## config.mk

```make
export PLATFORM = sky130hd
export DESIGN_NAME = systolic_ctrl
export DESIGN_NICKNAME = d
export VERILOG_FILES = /design/src/rtl/systolic_ctrl.sv
export SDC_FILE = /design/constraint.sdc
export NUM_CORES = 1
export LEC_CHECK = 0
export ABC_AREA = 0
export CORE_MARGIN = 4
export CORE_UTILIZATION = 54
export DETAILED_ROUTE_END_ITERATION = 7
export PLACE_DENSITY = 0.9
export SLEW_MARGIN = 20
export SYNTH_ARGS = -nofsm -noshare
export SYNTH_HDL_FRONTEND = slang
export SYNTH_SLANG_ARGS = --single-unit
```

## constraint.sdc

```tcl
create_clock -name clk -period 3.2 [get_ports clk]
set_clock_uncertainty 0.2 [all_clocks]
set_input_delay 0.48 -clock clk [delete_from_list [all_inputs] [get_ports clk]]
set_output_delay 0.48 -clock clk [all_outputs]
set_load 0.02 [all_outputs]
```

## src/rtl/systolic_ctrl.sv

```systemverilog
// Sequencer for an N x N output-stationary systolic multiplier: holds A/B, feeds skewed edges, streams C row-major.
// Start-to-first-result 10 cycles at N=3; result beats hold until res_ready, operand writes accepted only in IDLE.
module systolic_ctrl #(
   parameter int BW = 8,
   parameter int N  = 3,
   parameter int CW = $clog2(N)
) (
   input  logic                  clk,
   input  logic                  rst_n,
   input  logic                  start,
   output logic                  busy,
   output logic                  done,
   input  logic                  ld_valid,
   output logic                  ld_ready,
   input  logic                  ld_sel,
   input  logic [CW-1:0]         ld_row,
   input  logic [CW-1:0]         ld_col,
   input  logic [BW-1:0]         ld_data,
   output logic                  arr_rst_n,
   output logic [N*BW-1:0]       row_x,
   output logic [N*BW-1:0]       col_y,
   input  logic [N*N*2*BW-1:0]   acc_i,
   output logic                  res_valid,
   input  logic                  res_ready,
   output logic [2*BW-1:0]       res_data,
   output logic [2*CW-1:0]       res_idx
);
   localparam int RW = 2 * BW;
   localparam int NN = N * N;
   localparam int TW = $clog2(NN + 3 * N);
   localparam logic [TW-1:0] FEED_LAST = TW'(3 * N - 3);
   localparam logic [TW-1:0] OUT_LAST  = TW'(NN - 1);
   localparam logic [CW:0]   N_IDX     = (CW + 1)'(N);

   typedef enum logic [2:0] {IDLE, CLEAR, FEED, CAPTURE, OUTPUT} state_t;

   state_t          state_q, state_d;
   logic [TW-1:0]   cnt_q, cnt_d;
   logic [BW-1:0]   a_q [N][N];
   logic [BW-1:0]   a_d [N][N];
   logic [BW-1:0]   b_q [N][N];
   logic [BW-1:0]   b_d [N][N];
   logic [RW-1:0]   c_q [NN];
   logic [RW-1:0]   c_d [NN];
   logic            done_q, done_d;
   logic            arr_rst_n_q, arr_rst_n_d;
   logic [N*BW-1:0] row_x_q, row_x_d;
   logic [N*BW-1:0] col_y_q, col_y_d;
   logic            res_valid_q, res_valid_d;
   logic [RW-1:0]   res_data_q, res_data_d;
   logic [2*CW-1:0] res_idx_q, res_idx_d;

   always_comb begin
      state_d    = state_q;
      cnt_d      = cnt_q;
      a_d        = a_q;
      b_d        = b_q;
      c_d        = c_q;
      done_d     = 1'b0;
      row_x_d    = '0;
      col_y_d    = '0;
      res_data_d = '0;
      res_idx_d  = '0;

      unique case (state_q)
         IDLE: begin
            if (ld_valid && ({1'b0, ld_row} < N_IDX) && ({1'b0, ld_col} < N_IDX)) begin
               if (ld_sel) b_d[ld_row][ld_col] = ld_data;
               else        a_d[ld_row][ld_col] = ld_data;
            end
            if (start) begin
               state_d = CLEAR;
               cnt_d   = '0;
            end
         end
         CLEAR: begin
            state_d = FEED;
            cnt_d   = '0;
         end
         FEED: begin
            if (cnt_q == FEED_LAST) begin
               state_d = CAPTURE;
               cnt_d   = '0;
            end else begin
               cnt_d = cnt_q + TW'(1);
            end
         end
         CAPTURE: begin
            for (int m = 0; m < NN; m++) c_d[m] = acc_i[m*RW +: RW];
            state_d = OUTPUT;
            cnt_d   = '0;
         end
         OUTPUT: begin
            if (res_valid_q && res_ready) begin
               if (cnt_q == OUT_LAST) begin
                  state_d = IDLE;
                  cnt_d   = '0;
                  done_d  = 1'b1;
               end else begin
                  cnt_d = cnt_q + TW'(1);
               end
            end
         end
         default: state_d = IDLE;
      endcase

      arr_rst_n_d = (state_d != CLEAR);
      res_valid_d = (state_d == OUTPUT);

      // Edge lane i carries element k at feed step i+k, which gives the diagonal skew with zero padding.
      for (int i = 0; i < N; i++) begin
         for (int k = 0; k < N; k++) begin
            if (state_d == FEED && cnt_d == TW'(i + k)) begin
               row_x_d[i*BW +: BW] = a_q[i][k];
               col_y_d[i*BW +: BW] = b_q[k][i];
            end
         end
      end

      // c_d already holds the freshly captured grid on the CAPTURE->OUTPUT edge.
      if (state_d == OUTPUT) begin
         for (int m = 0; m < NN; m++) begin
            if (cnt_d == TW'(m)) begin
               res_data_d = c_d[m];
               res_idx_d  = {CW'(m / N), CW'(m % N)};
            end
         end
      end
   end

   always_ff @(posedge clk) begin
      if (!rst_n) begin
         state_q     <= IDLE;
         cnt_q       <= '0;
         a_q         <= '{default: '0};
         b_q         <= '{default: '0};
         c_q         <= '{default: '0};
         done_q      <= 1'b0;
         arr_rst_n_q <= 1'b0;
         row_x_q     <= '0;
         col_y_q     <= '0;
         res_valid_q <= 1'b0;
         res_data_q  <= '0;
         res_idx_q   <= '0;
      end else begin
         state_q     <= state_d;
         cnt_q       <= cnt_d;
         a_q         <= a_d;
         b_q         <= b_d;
         c_q         <= c_d;
         done_q      <= done_d;
         arr_rst_n_q <= arr_rst_n_d;
         row_x_q     <= row_x_d;
         col_y_q     <= col_y_d;
         res_valid_q <= res_valid_d;
         res_data_q  <= res_data_d;
         res_idx_q   <= res_idx_d;
      end
   end

   assign busy      = (state_q != IDLE);
   assign ld_ready  = (state_q == IDLE);
   assign done      = done_q;
   assign arr_rst_n = arr_rst_n_q;
   assign row_x     = row_x_q;
   assign col_y     = col_y_q;
   assign res_valid = res_valid_q;
   assign res_data  = res_data_q;
   assign res_idx   = res_idx_q;

endmodule

```

# Word-level counts from Yosys, hierarchy flattened
# Cells that the tools add are included.
# totals
register_bits,367
inputBits,162
output_inout_bits,73
elab_cells,140
# op_classes
add_sub_neg,1
order_cmp,6
n_eq_ne,17
muxes,53
bitwise,5
n_reduce_logical,20
# op_table
cell,n
two-way mux 8 bit,19
bitwise mux 72 bit,2
two-way mux 144 bit,1
two-way mux 16 bit,9
demux 24 bit (select 2 bit),1
two-way mux 4 bit,7
== test 5 x 3 -> 1 bit (second input constant),5
two-way mux 24 bit,1
two-way mux 5 bit,4
case mux 5 bit (4 select lines),1
demux 8 bit (select 2 bit),1
case mux 3 bit (5 select lines),1
two-way mux 3 bit,4
== test 5 x 2 -> 1 bit (second input constant),2
== test 5 x 4 -> 1 bit (second input constant),2
logical AND 1 bit,10
== test 3 x 2 -> 1 bit (second input constant),3
AND reduction 3 bit,3
== test 3 bit (second input constant),2
greater-or-equal comparator 3 bit (second input constant),2
less-than comparator 3 x 1 -> 1 bit (second input constant),2
NOT 2 -> 3 bit,2
adder 5 x 1 -> 5 bit (second input constant),1
== test 5 x 1 -> 1 bit (second input constant),1
other kinds (12),16

# Depth between registers and ports, before layout
# Gate-level depths: netlist of run 1.
# depth
depth_word,14
ltp_mapped,12
ltp_nobuf,9

# Worst setup path before layout of run 1
# No wires, ideal clock.
# synth_path
kind,register to register
from,reg cnt_q[0]
to,"reg res_data_q[14], in the netlist res_data[14]"
setup_time_ns,0.125
arrival_ns,2.416
setup_slack_ns,0.460
stages_incl_launch_ff,11
period_less_slack_ns,2.740
path_cell_list,dfxtp_1 > inv_1 > ha_1 > and4bb_2 > nor4_2 > a41oi_4 > a221oi_4 > clkbuf_1 > a31oi_1 > o31ai_1 > o21ai_1
# synth_between
elab_chain_cells,14
word_cells_on_any_way,32
classes_between,add/sub: 1; eq/ne: 11; mux: 18; reduce/logical: 2
# synth_rtl
item,line_no,rtl
from (decl),38,"logic [TW-1:0] cnt_q, cnt_d;"
from (signal assigned),147,cnt_q <= cnt_d;
adder 5 x 1 -> 5 bit / == test 5 x 4 -> 1 bit (equally long branches),"85, 100, 95",
two-way mux 5 bit,95,if (cnt_q == OUT_LAST) begin
two-way mux 5 bit,94,if (res_valid_q && res_ready) begin
case mux 5 bit (4 select lines),65,unique case (state_q)
zero test 5 bit,123,if (cnt_d == TW'(m)) begin
two-way mux 16 bit (9 in series),123,
to (signal assigned),156,res_data_q <= res_data_d;
to (decl),50,"logic [RW-1:0] res_data_q, res_data_d;"
# Several ways; a longest one is shown, not always the timed one.
# A chain may end at the register's enable or synchronous reset.

# Worst setup path in the final report of run 1
# layout_path
from,reg state_q[0]
to,"reg res_data_q[1], in the netlist res_data[1]"
# layout_between
elab_chain_cells,13
word_cells_on_any_way,33
classes_between,eq/ne: 13; mux: 16; reduce/logical: 4
# layout_rtl
item,line_no,rtl
from (decl),37,"state_t state_q, state_d;"
from (signal assigned),146,state_q <= state_d;
== test 3 x 2 -> 1 bit / == test 3 x 1 -> 1 bit (equally long branches),65,
OR reduction 2 bit (no line),n/a,
case mux 5 bit (4 select lines),65,
zero test 5 bit,123,
two-way mux 16 bit (9 in series),123,
# Several ways; a longest one is shown, not always the timed one.

==> results of run 1 <==
-- final cells by class --
| cell class | count | area, um2 | area share |
|---|---|---|---|
| Antenna cell | 1 | 2.502 | 0.0001233 |
| Clock buffer | 50 | 1045 | 0.05148 |
| Clock inverter | 13 | 200.2 | 0.009865 |
| Inverter | 8 | 32.53 | 0.001603 |
| Multi-Input combinational cell | 1155 | 7774 | 0.3831 |
| Sequential cell | 367 | 7347 | 0.3620 |
| Tap cell | 384 | 480.5 | 0.02368 |
| Timing Repair Buffer | 348 | 3412 | 0.1681 |
-- report_power, final --
part | total, mW | switching (mW) | internal [mW]
registers | 4.64 | 0.0213 | 4.61
logic | 1.02 | 0.532 | 0.485
clock network | 4.46 | 1.83 | 2.63
total | 10.1 | 2.38 | 7.73
-- layout by cell type (no fill, tap or decap), types with 5 or more instances in the layout --
cell type / synthesis / final
buf_12: 0 / 17
nor2b_1: 137 / 137
inv_1: 7 / 7
clkbuf_8: 0 / 7
o31ai_1: 16 / 16
o21ai_0: 44 / 43
nor4_1: 14 / 14
a21oi_1: 88 / 88
a2bb2oi_1: 17 / 17
a211o_1: 6 / 6
nand2b_1: 7 / 7
o21ai_1: 18 / 18
nand3b_1: 5 / 5
nand3_1: 5 / 5
nor2_1: 139 / 139
o211ai_2: 11 / 11
a31oi_1: 18 / 17
clkbuf_16: 0 / 37
buf_4: 9 / 97
nor2_2: 15 / 15
a211oi_1: 30 / 30
mux2i_1: 234 / 234
clkbuf_1: 80 / 6
nand2_1: 198 / 198
nor3_1: 17 / 17
a221oi_1: 29 / 28
a21o_1: 5 / 5
o211a_1: 5 / 5
dfxtp_1: 367 / 367
a21boi_0: 7 / 7
clkdlybuf4s50_1: 0 / 233
a222oi_1: 16 / 16
-- worst paths after layout --
check | end | slack (ns) | cells past startpoint
setup / recovery | res_data[1] | 0.11 | 11
hold / removal | c_q[127] | 0.17 | 2
setup reg to reg | res_data[1] | 0.11 | 11
hold reg to reg | c_q[116] | 0.25 | 2
-- metrics by stage --
step / util / instances
after floorplan: - / 1676
after global placement: 0.6615 / 2262
after detailed placement: 0.6618 / 2262
after CTS: 0.7052 / 2325
after global routing: 0.7070 / 2326
final: 0.7070 / 2326
-- synthesized netlist by cell type, drive strengths merged, types with 6 or more instances --
library cell  instances
o31ai                17
buf                  66
o211ai               14
mux2                  6
nor4                 17
nand3                 6
dfxtp               367
a21oi                88
nand2               198
a31oi                18
nor3                 21
nor2                154
a2bb2oi              17
a21boi                7
nand2b                7
nor2b               137
clkbuf               80
mux2i               234
inv                   8
a221oi               30
o21ai                62
a211o                 6
a211oi               30
a222oi               16
-- kinds of logic (layout without fill, tap and decap cells) --
family | after synthesis | after routing | synth area share
simple gates | 575 | 575 | 0.1802
flops | 367 | 367 | 0.4668
compound gates | 336 | 336 | 0.1527
mux | 240 | 240 | 0.1531
buf+inv | 154 | 419 | 0.04412
fa+ha+maj | 3 | 3 | 0.002385
xor+xnor | 1 | 1 | 0.0005566
other cells | 0 | 1 | 0
-- flip-flops by register name (all words and copies together) (netlist names) --
register / cells
c_q: 144
cnt_q: 5
b_q: 72
a_q: 72
arr_rst_n: 1
res_valid: 1
state_q: 3
res_data: 16
col_y: 24
res_idx: 4
done: 1
row_x: 24
-- worst max-delay path, stage by stage, from the launching register on --
cell	delay, ns
dfxtp_1	0.32
buf_4	0.18
or3b_1	0.46
o22ai_2	0.24
buf_4	0.17
a2111oi_4	0.09
o2111ai_4	0.36
nor3_2	0.07
buf_4	0.18
buf_4	0.15
a221oi_1	0.42
o21ai_1	0.12
-- per-layer routing --
metal / vias to the layer above / wire [um] / track usage
li1: 6353 / - / -
met1: 6571 / 18910 / 0.3637
met2: 712 / 23250 / 0.4927
met3: 150 / 3986 / 0.05019
met4: 0 / 2282 / 0.1321
met5: - / 0 / 0
==> flow_metrics.py, run 1 <==
metrics = {
    "logic_synthesis": {
        "synth.avg_cell_area_um2": 9.390,
        "synth_area_leaders": "dfxtp_1 47%, mux2i_1 15%, nor2b_1 5.4%",
        "yosysWarningCount": 0,
        "synth-seq-area-share": 0.4668,
        "syn_area_mm2": 0.01574,
        "synthArstFlopShare": 0,
        "synth_seq_cells": 367,
        "syn_nets": 1841,
        "synthDistinctLibCells": 71,
        "synth_ff_type": "dfxtp_1",
        "synth_edf_count": 0,
        "synth_cells": 1676,
        "synth_top_cell_area_share": 0.4668,
        "yosysTopAreaCell": "dfxtp_1",
    },
    "timing": {
        "final-max-slew-violation-count": 0,
        "tns_ns": 0,
        "finalHoldViolations": 0,
        "rsz0062_at_grt": "false",
        "slew_headroom": 0.3522,
        "post-route-min-period_ns": 3.091,
        "setup_violations": 0,
        "timing.final.ws_setup_ns": 0.1088,
        "min_period_over_period": 0.9660,
        "fin_hold_ws_ns": 0.1670,
        "worstMarginPinSlew_ns": 0.9687,
        "max_freq_mhz": 323.5,
    },
    "routing": {
        "first_iter_violations": 1440,
        "vias_per_cell": 5.927,
        "ant_nets": 0,
        "drt_wl_total_um": 48430,
        "drcViolationCount": 0,
        "dr.pass1.iters": 6,
        "wl_per_cell_um": 20.82,
        "vias": 13790,
    },
    "floorplanning": {
        "start_util": 0.5483,
        "die_y_um": 178.7,
        "core_area_mm2": 0.02870,
        "ioPinCount": 235,
        "dieArea_mm2": 0.03194,
        "die_x_um": 178.7,
        "num_rows": 62,
    },
    "placed_design": {
        "dpl-instance-area_mm2": 0.01900,
        "dp_slack_ns": -0.3845,
        "io_buffer_count": 234,
        "gp_congestion": 0.9709,
        "dpl.hpwl_um": 32430,
    },
    "finish": {
        "nFillCells": 1946,
        "area_growth_pct": 28.95,
        "final_nets": 2082,
        "drive_above_1_share": 0.1190,
        "stdcell_area_mm2": 0.02029,
    },
    "cts": {
        "hold_buffers": 0,
        "cts.path.max_buffers": 3,
        "numCtsBuffers": 37,
        "cts_resized": 0,
        "cts_setup_buffers": 0,
        "cts_tree": "done",
        "clk_latency_ns": 0.53,
        "cts.clk_slew.worst_paths_ns": 0.06,
        "cts_num_sinks": 367,
        "cts-root-buf": "clkbuf_16",
        "h-tree-depth": 2,
    },
    "pwr": {
        "p_per_area_mw_per_mm2": 498.4,
        "leakagePower_nw": 7.122,
        "irDropWorstVdd_mv": 0.5025,
        "p_total_mw": 10.11,
    },
    "global_route": {
        "track_usage": 0.2910,
        "antenna_found_initial": 1,
        "grt_pass1_vias": 13730,
        "grt_pass1_wl_um": 73850,
        "grt_overflow_total": 0,
        "grt_max_degree": 141,
    },
    "worst_setup_path": {
        "criticalPathCategory": "reg -> reg",
        "cp_max_fo": 9,
        "regToRegStartpoint": "state_q[0]",
        "worstPathArrival_ns": 3.30,
        "start_kind": "register",
        "cp-end-kind": "register",
        "crit_start": "state_q[0]",
        "critPathRequiredTime_ns": 3.40,
    },
    "hold_path": {
        "hp-class": "in -> reg",
        "hp-start": "rst_n",
    },
    "job": {
        "drv_cap": 0,
    },
    "status": {
        "status": "finished clean",
    },
}
No activity file was read; power rests on OpenSTA's default activity.
==> run 2, diff against run 1 <==
--- a/config.mk
+++ b/config.mk
@@ -7,9 +7,10 @@
 export LEC_CHECK = 0
 export ABC_AREA = 0
 export CORE_MARGIN = 4
-export CORE_UTILIZATION = 54
+export CORE_UTILIZATION = 59
 export DETAILED_ROUTE_END_ITERATION = 7
-export PLACE_DENSITY = 0.9
+export PLACE_DENSITY = 0.95
+export SKIP_LAST_GASP = 1
 export SLEW_MARGIN = 20
 export SYNTH_ARGS = -nofsm -noshare
 export SYNTH_HDL_FRONTEND = slang
==> constraint.sdc (replaced) <==
create_clock -name clk -period 3.58 [get_ports clk]
set_clock_uncertainty 0.2 [all_clocks]
set_input_delay 0.537 -clock clk [delete_from_list [all_inputs] [get_ports clk]]
set_output_delay 0.537 -clock clk [all_outputs]
set_load 0.02 [all_outputs]
==> run 2 against run 1 <==
  * Core utilization rose by 4.0 points
  * Critical endpoint is now col_y[6]
  * Combinational power shrank 16%
  * Maximum frequency is 7.9% lower
  * Highest routed layer is now met5
  * Clock-buffer cell count decreased by 3
  * Worst setup slack better by 0.11 ns
  * Clock power fell by 16%
==> flow_metrics.py, run 2 (synthesis results as in run 1) <==
metrics = {
    "floorplanning": {
        "die_y_um": 171.3,
        "start_util": 0.6022,
        "core_area_mm2": 0.02613,
        "ioPinCount": 235,
        "die_x_um": 171.3,
        "dieArea_mm2": 0.02935,
        "num_rows": 59,
    },
    "timing": {
        "fin_hold_ws_ns": 0.2172,
        "rsz0062_at_grt": "false",
        "min_period_over_period": 0.9376,
        "setup_violations": 0,
        "worstMarginPinSlew_ns": 1.061,
        "timing.final.ws_setup_ns": 0.2234,
        "tns_ns": 0,
        "post-route-min-period_ns": 3.357,
        "finalHoldViolations": 0,
        "final-max-slew-violation-count": 0,
        "slew_headroom": 0.2906,
        "max_freq_mhz": 297.9,
    },
    "worst_setup_path": {
        "cp_max_fo": 29,
        "regToRegStartpoint": "state_q[1]",
        "worstPathArrival_ns": 3.53,
        "rr_worst_depth": 10,
        "criticalPathCategory": "reg -> reg",
        "r2r-end": "col_y[6]",
        "start_kind": "register",
        "critPathRequiredTime_ns": 3.76,
        "r2r_setup_slack_ns": 0.22,
        "cp-end-kind": "register",
    },
    "global_route": {
        "grt_overflow_total": 0,
        "grt_pass1_wl_um": 76730,
        "grt_max_degree": 119,
        "grt_pass1_vias": 14230,
        "antenna_found_initial": 4,
        "track_usage": 0.3264,
    },
    "finish": {
        "stdcell_count": 2212,
        "largest_reg_flops": 144,
        "reg.largest.list": "c_q: 144 flops, a_q: 72 flops, b_q: 72 flops",
        "seqCellArea_mm2": 0.007347,
        "nFillCells": 1623,
        "drive_above_1_share": 0.08800,
        "multi_input_area_mm2": 0.007742,
        "area_growth_pct": 23.99,
        "final_cell_mix": "367 x dfxtp_1, 234 x mux2i_1, 233 x clkdlybuf4s50_1",
        "mostFrequentLayoutCell": "dfxtp_1",
        "final_nets": 2016,
        "regMostFlops": "c_q",
    },
    "pwr": {
        "p_clk_frac": 0.427,
        "p_per_area_mw_per_mm2": 447.6,
        "irDropWorstVdd_mv": 0.5684,
        "power.share.sequential": 0.474,
        "intPower_mw": 6.598,
        "leakagePower_nw": 6.716,
        "switchingPower_mw": 2.135,
        "swShare": 0.2445,
        "comb_power_share": 0.099,
    },
    "placed_design": {
        "dpl.hpwl_um": 32430,
        "io_buffer_count": 234,
        "dp_slack_ns": -0.2056,
        "numPlacedInstances": 2147,
        "gp_congestion": 0.9749,
    },
    "status": {
        "status": "finished clean",
    },
    "cts": {
        "cts-root-buf": "clkbuf_16",
        "numCtsBuffers": 36,
        "hold_buffers": 0,
        "cts.path.max_buffers": 3,
        "cts_tree": "done",
        "h-tree-depth": 2,
        "cts_num_sinks": 367,
        "clk_latency_ns": 0.53,
        "cts.clk_slew.worst_paths_ns": 0.06,
    },
    "hold_path": {
        "hp-start": "rst_n",
        "hp-class": "in -> reg",
        "whs_endpoint": "c_q[127]",
        "hold-path-cell-count": 2,
    },
    "routing": {
        "wl_per_cell_um": 22.48,
        "drt_wl_total_um": 49730,
        "drcViolationCount": 0,
        "vias": 14110,
        "first_iter_violations": 1738,
        "vias_per_cell": 6.380,
        "dr.pass1.iters": 8,
        "ant_nets": 0,
    },
    "job": {
        "drv_cap": 0,
    },
}
## run 2: cell types whose count changed in the layout (fill, tap and decap cells not counted), moves of 2 or more
cell / before / now
clkbuf_1: 6 / 4
buf_4: 97 / 41
buf_12: 17 / 8
clkinv_2: 3 / 7
bufinv_16: 4 / 1
## run 2: area by class of cell
cell class	count	area share
Sequential cell	367	0.3765
Inverter	8	0.001667
Tap cell	335	0.02148
Clock inverter	15	0.007310
Clock buffer	47	0.05188
Antenna cell	2	0.0002565
Multi-Input combinational cell	1155	0.3968
Timing Repair Buffer	283	0.1441
## run 2: metrics by stage
stage          power, mW  area (um2)  utilization
2_1_floorplan      4.687       15740            -
3_3_place_gp       5.031       18320       0.7009
3_5_place_dp       5.052       18320       0.7009
4_1_cts            8.688       19470       0.7451
5_1_grt            8.920       19510       0.7467
6_report           8.733       19510       0.7467
## run 2: how the worst max path moves through the flow
stage	start	endpoint	cells after the start
finish	state_q[1]	col_y[6]	10
global route	state_q[2]	res_data[0]	9
CTS	state_q[2]	col_y[11]	9
detailed placement	res_ready	res_data[7]	9
global placement	res_ready	res_data[15]	10
floorplan	res_ready	res_data[14]	9
## run 2: layer usage
| metal | part of all wire | vias to the layer above | global-route usage |
|---|---|---|---|
| li1 | - | 6234 | - |
| met1 | 0.37 | 6755 | 0.3821 |
| met2 | 0.48 | 889 | 0.5530 |
| met3 | 0.095 | 231 | 0.08159 |
| met4 | 0.059 | 4 | 0.1736 |
| met5 | 0.00054 | - | 0 |
## run 2: power groups by stage
stage | Sequential, mW | Combinational, mW | Clock [mW]
2_1_floorplan | 4.23 | 0.456 | 0
3_3_place_gp | 4.23 | 0.800 | 0
3_5_place_dp | 4.23 | 0.819 | 0
4_1_cts | 4.14 | 0.832 | 3.71
5_1_grt | 4.14 | 0.903 | 3.87
6_report | 4.14 | 0.861 | 3.73
## run 2: timing repair
action / CTS / global route
hold endpoints to repair: 0 / 0
setup buffers: 0 / 0
gates resized for setup: 0 / 3
endpoints found under the setup margin: 0 / 13
## run 2: worst max-delay path: stages, from the launching register on
cell and delay, ns:
dfxtp_1 0.42, buf_4 0.20, nor3b_2 0.34, a21oi_1 0.14
o32ai_1 0.46, a21o_1 0.23, buf_4 0.37, or3_1 0.19
buf_4 0.25, a2bb2oi_1 0.28, nor2_1 0.11
==> run 3, diff against run 2 <==
--- a/config.mk
+++ b/config.mk
@@ -10,6 +10,7 @@
 export CORE_UTILIZATION = 59
 export DETAILED_ROUTE_END_ITERATION = 7
 export PLACE_DENSITY = 0.95
+export SETUP_SLACK_MARGIN = 0.2
 export SKIP_LAST_GASP = 1
 export SLEW_MARGIN = 20
 export SYNTH_ARGS = -nofsm -noshare
==> run 3 against run 2 <==
  * The run now ends with DRC left
  * Maximum frequency grew 2.4%
  * Clock power barely moved
  * Sequential share of layout area decreased by 0.12 points
  * Cell count barely moved
  * Largest cell class unchanged
  * Worst setup slack improved by 0.080 ns
==> flow_metrics.py, run 3 (synthesis results as in run 1) <==
metrics = {
    "routing": {
        "vias": 14120,
        "first_iter_violations": 1909,
        "drt_wl_total_um": 50100,
        "vias_per_cell": 6.379,
        "drcViolationCount": 22,
        "wl_per_cell_um": 22.64,
        "dr.pass1.iters": 8,
        "ant_nets": 0,
    },
    "placed_design": {
        "io_buffer_count": 234,
        "gp_congestion": 0.9749,
        "numPlacedInstances": 2147,
        "dpl.hpwl_um": 32430,
    },
    "worst_setup_path": {
        "crit_start": "state_q[1]",
        "start_kind": "register",
        "r2r-end": "a_q[46]",
        "cp-end-kind": "register",
        "regToRegStartpoint": "state_q[1]",
        "cp-endpoint": "a_q[46]",
        "critPathRequiredTime_ns": 3.79,
        "worstPathArrival_ns": 3.49,
        "r2r_setup_slack_ns": 0.30,
        "criticalPathCategory": "reg -> reg",
        "rr_worst_depth": 7,
        "cp_max_fo": 8,
    },
    "timing": {
        "final-max-slew-violation-count": 0,
        "finalHoldViolations": 0,
        "post-route-min-period_ns": 3.277,
        "max_freq_mhz": 305.2,
        "setup_violations": 0,
        "slew_headroom": 0.3078,
        "worstMarginPinSlew_ns": 1.035,
        "min_period_over_period": 0.9154,
        "rsz0062_at_grt": "false",
    },
    "finish": {
        "stdcell_count": 2213,
        "final_cell_mix": "367 x dfxtp_1, 233 x mux2i_1, 233 x clkdlybuf4s50_1",
        "area_growth_pct": 24.39,
        "regMostFlops": "c_q",
        "largest_reg_flops": 144,
        "drive_above_1_share": 0.09062,
        "reg.largest.list": "c_q: 144 flops, a_q: 72 flops, b_q: 72 flops",
        "nFillCells": 1603,
        "mostFrequentLayoutCell": "dfxtp_1",
        "final_nets": 2017,
    },
    "cts": {
        "numCtsBuffers": 36,
        "cts.path.max_buffers": 3,
        "clk_latency_ns": 0.53,
        "h-tree-depth": 2,
        "hold_buffers": 0,
        "cts_num_sinks": 367,
        "cts-root-buf": "clkbuf_16",
        "cts.clk_slew.worst_paths_ns": 0.06,
        "cts_tree": "done",
    },
    "floorplanning": {
        "start_util": 0.6022,
        "dieArea_mm2": 0.02935,
        "die_y_um": 171.3,
        "core_area_mm2": 0.02613,
        "num_rows": 59,
        "die_x_um": 171.3,
        "ioPinCount": 235,
    },
    "status": {
        "status": "finished with violations",
        "violations": "DRC",
    },
    "pwr": {
        "leakagePower_nw": 6.726,
        "p_per_area_mw_per_mm2": 447.2,
        "p_total_mw": 8.755,
        "irDropWorstVdd_mv": 0.5671,
    },
    "global_route": {
        "track_usage": 0.3287,
        "grt_max_degree": 119,
        "grt_pass1_vias": 14250,
        "grt_overflow_total": 0,
        "grt_pass1_wl_um": 77140,
        "antenna_found_initial": 4,
    },
    "job": {
        "drv_cap": 0,
    },
    "hold_path": {
        "hp-class": "in -> reg",
    },
}
[run 3: cell types whose count changed in the layout (fill, tap and decap cells not counted), sizes merged]
| cell | change |
|---|---|
| buf | +1 |
[run 3: where the power goes]
group	switching, mW	total (mW)	internal, mW
clock	1.65	3.74	2.09
sequential	0.0202	4.14	4.12
combinational	0.482	0.870	0.388
[run 3: per-stage QoR]
step	setup slack, ns	hold WS, ns	cell area (um2)	utilization	setup TNS (ns)
5_1_grt	0.1833	0.2210	19580	0.7491	0
4_1_cts	0.2652	0.2050	19500	0.7462	0
3_5_place_dp	-0.2056	0.2476	18320	0.7009	-4.939
2_1_floorplan	0.7963	0.2332	15740	-	0
3_3_place_gp	-0.04269	0.2413	18320	0.7009	-0.4362
6_report	0.3029	0.2128	19580	0.7491	0
[run 3: how the worst min path moves through the flow]
stage,start,to,slack [ns],cells past startpoint
6_report,rst_n,c_q[15],0.21,2
5_1_grt,rst_n,a_q[67],0.22,2
4_1_cts,rst_n,a_q[68],0.20,2
3_5_place_dp,c_q[33],c_q[33],0.25,2
3_3_place_gp,c_q[136],c_q[136],0.24,2
2_1_floorplan,c_q[113],c_q[113],0.23,2
[run 3: layout make-up]
class | count | area (um2) | area share
timing repair buffer | 284 | 2840 | 0.1451
clock buffer | 47 | 1012 | 0.05171
multi-input combinational | 1155 | 7777 | 0.3973
inverter | 8 | 32.53 | 0.001662
sequential | 367 | 7347 | 0.3753
tap | 335 | 419.2 | 0.02141
antenna | 2 | 5.005 | 0.0002557
clock inverter | 15 | 142.6 | 0.007286
[run 3: worst max-delay path: stages (launching register included)]
cell      delay, ns
dfxtp_1        0.38
buf_4          0.20
nor3_2         0.45
nand3_1        0.22
nor4_1         0.55
nand3b_1       0.62
mux2i_1        0.41
nor2b_1        0.11
[run 3: repair_timing]
item,4_1_cts,5_1_grt
hold endpoints to repair,0,0
gates resized for setup,1,10
setup buffers,1,1
endpoints found under the setup margin,3,21
pin swaps,1,1
[run 3: layer usage]
metal | vias to the layer above | GRT usage | part of all wire
met5 | - | 0 | 0.00054
met4 | 4 | 0.1881 | 0.064
met3 | 253 | 0.08113 | 0.10
met2 | 936 | 0.5521 | 0.47
met1 | 6687 | 0.3838 | 0.36
li1 | 6236 | - | -
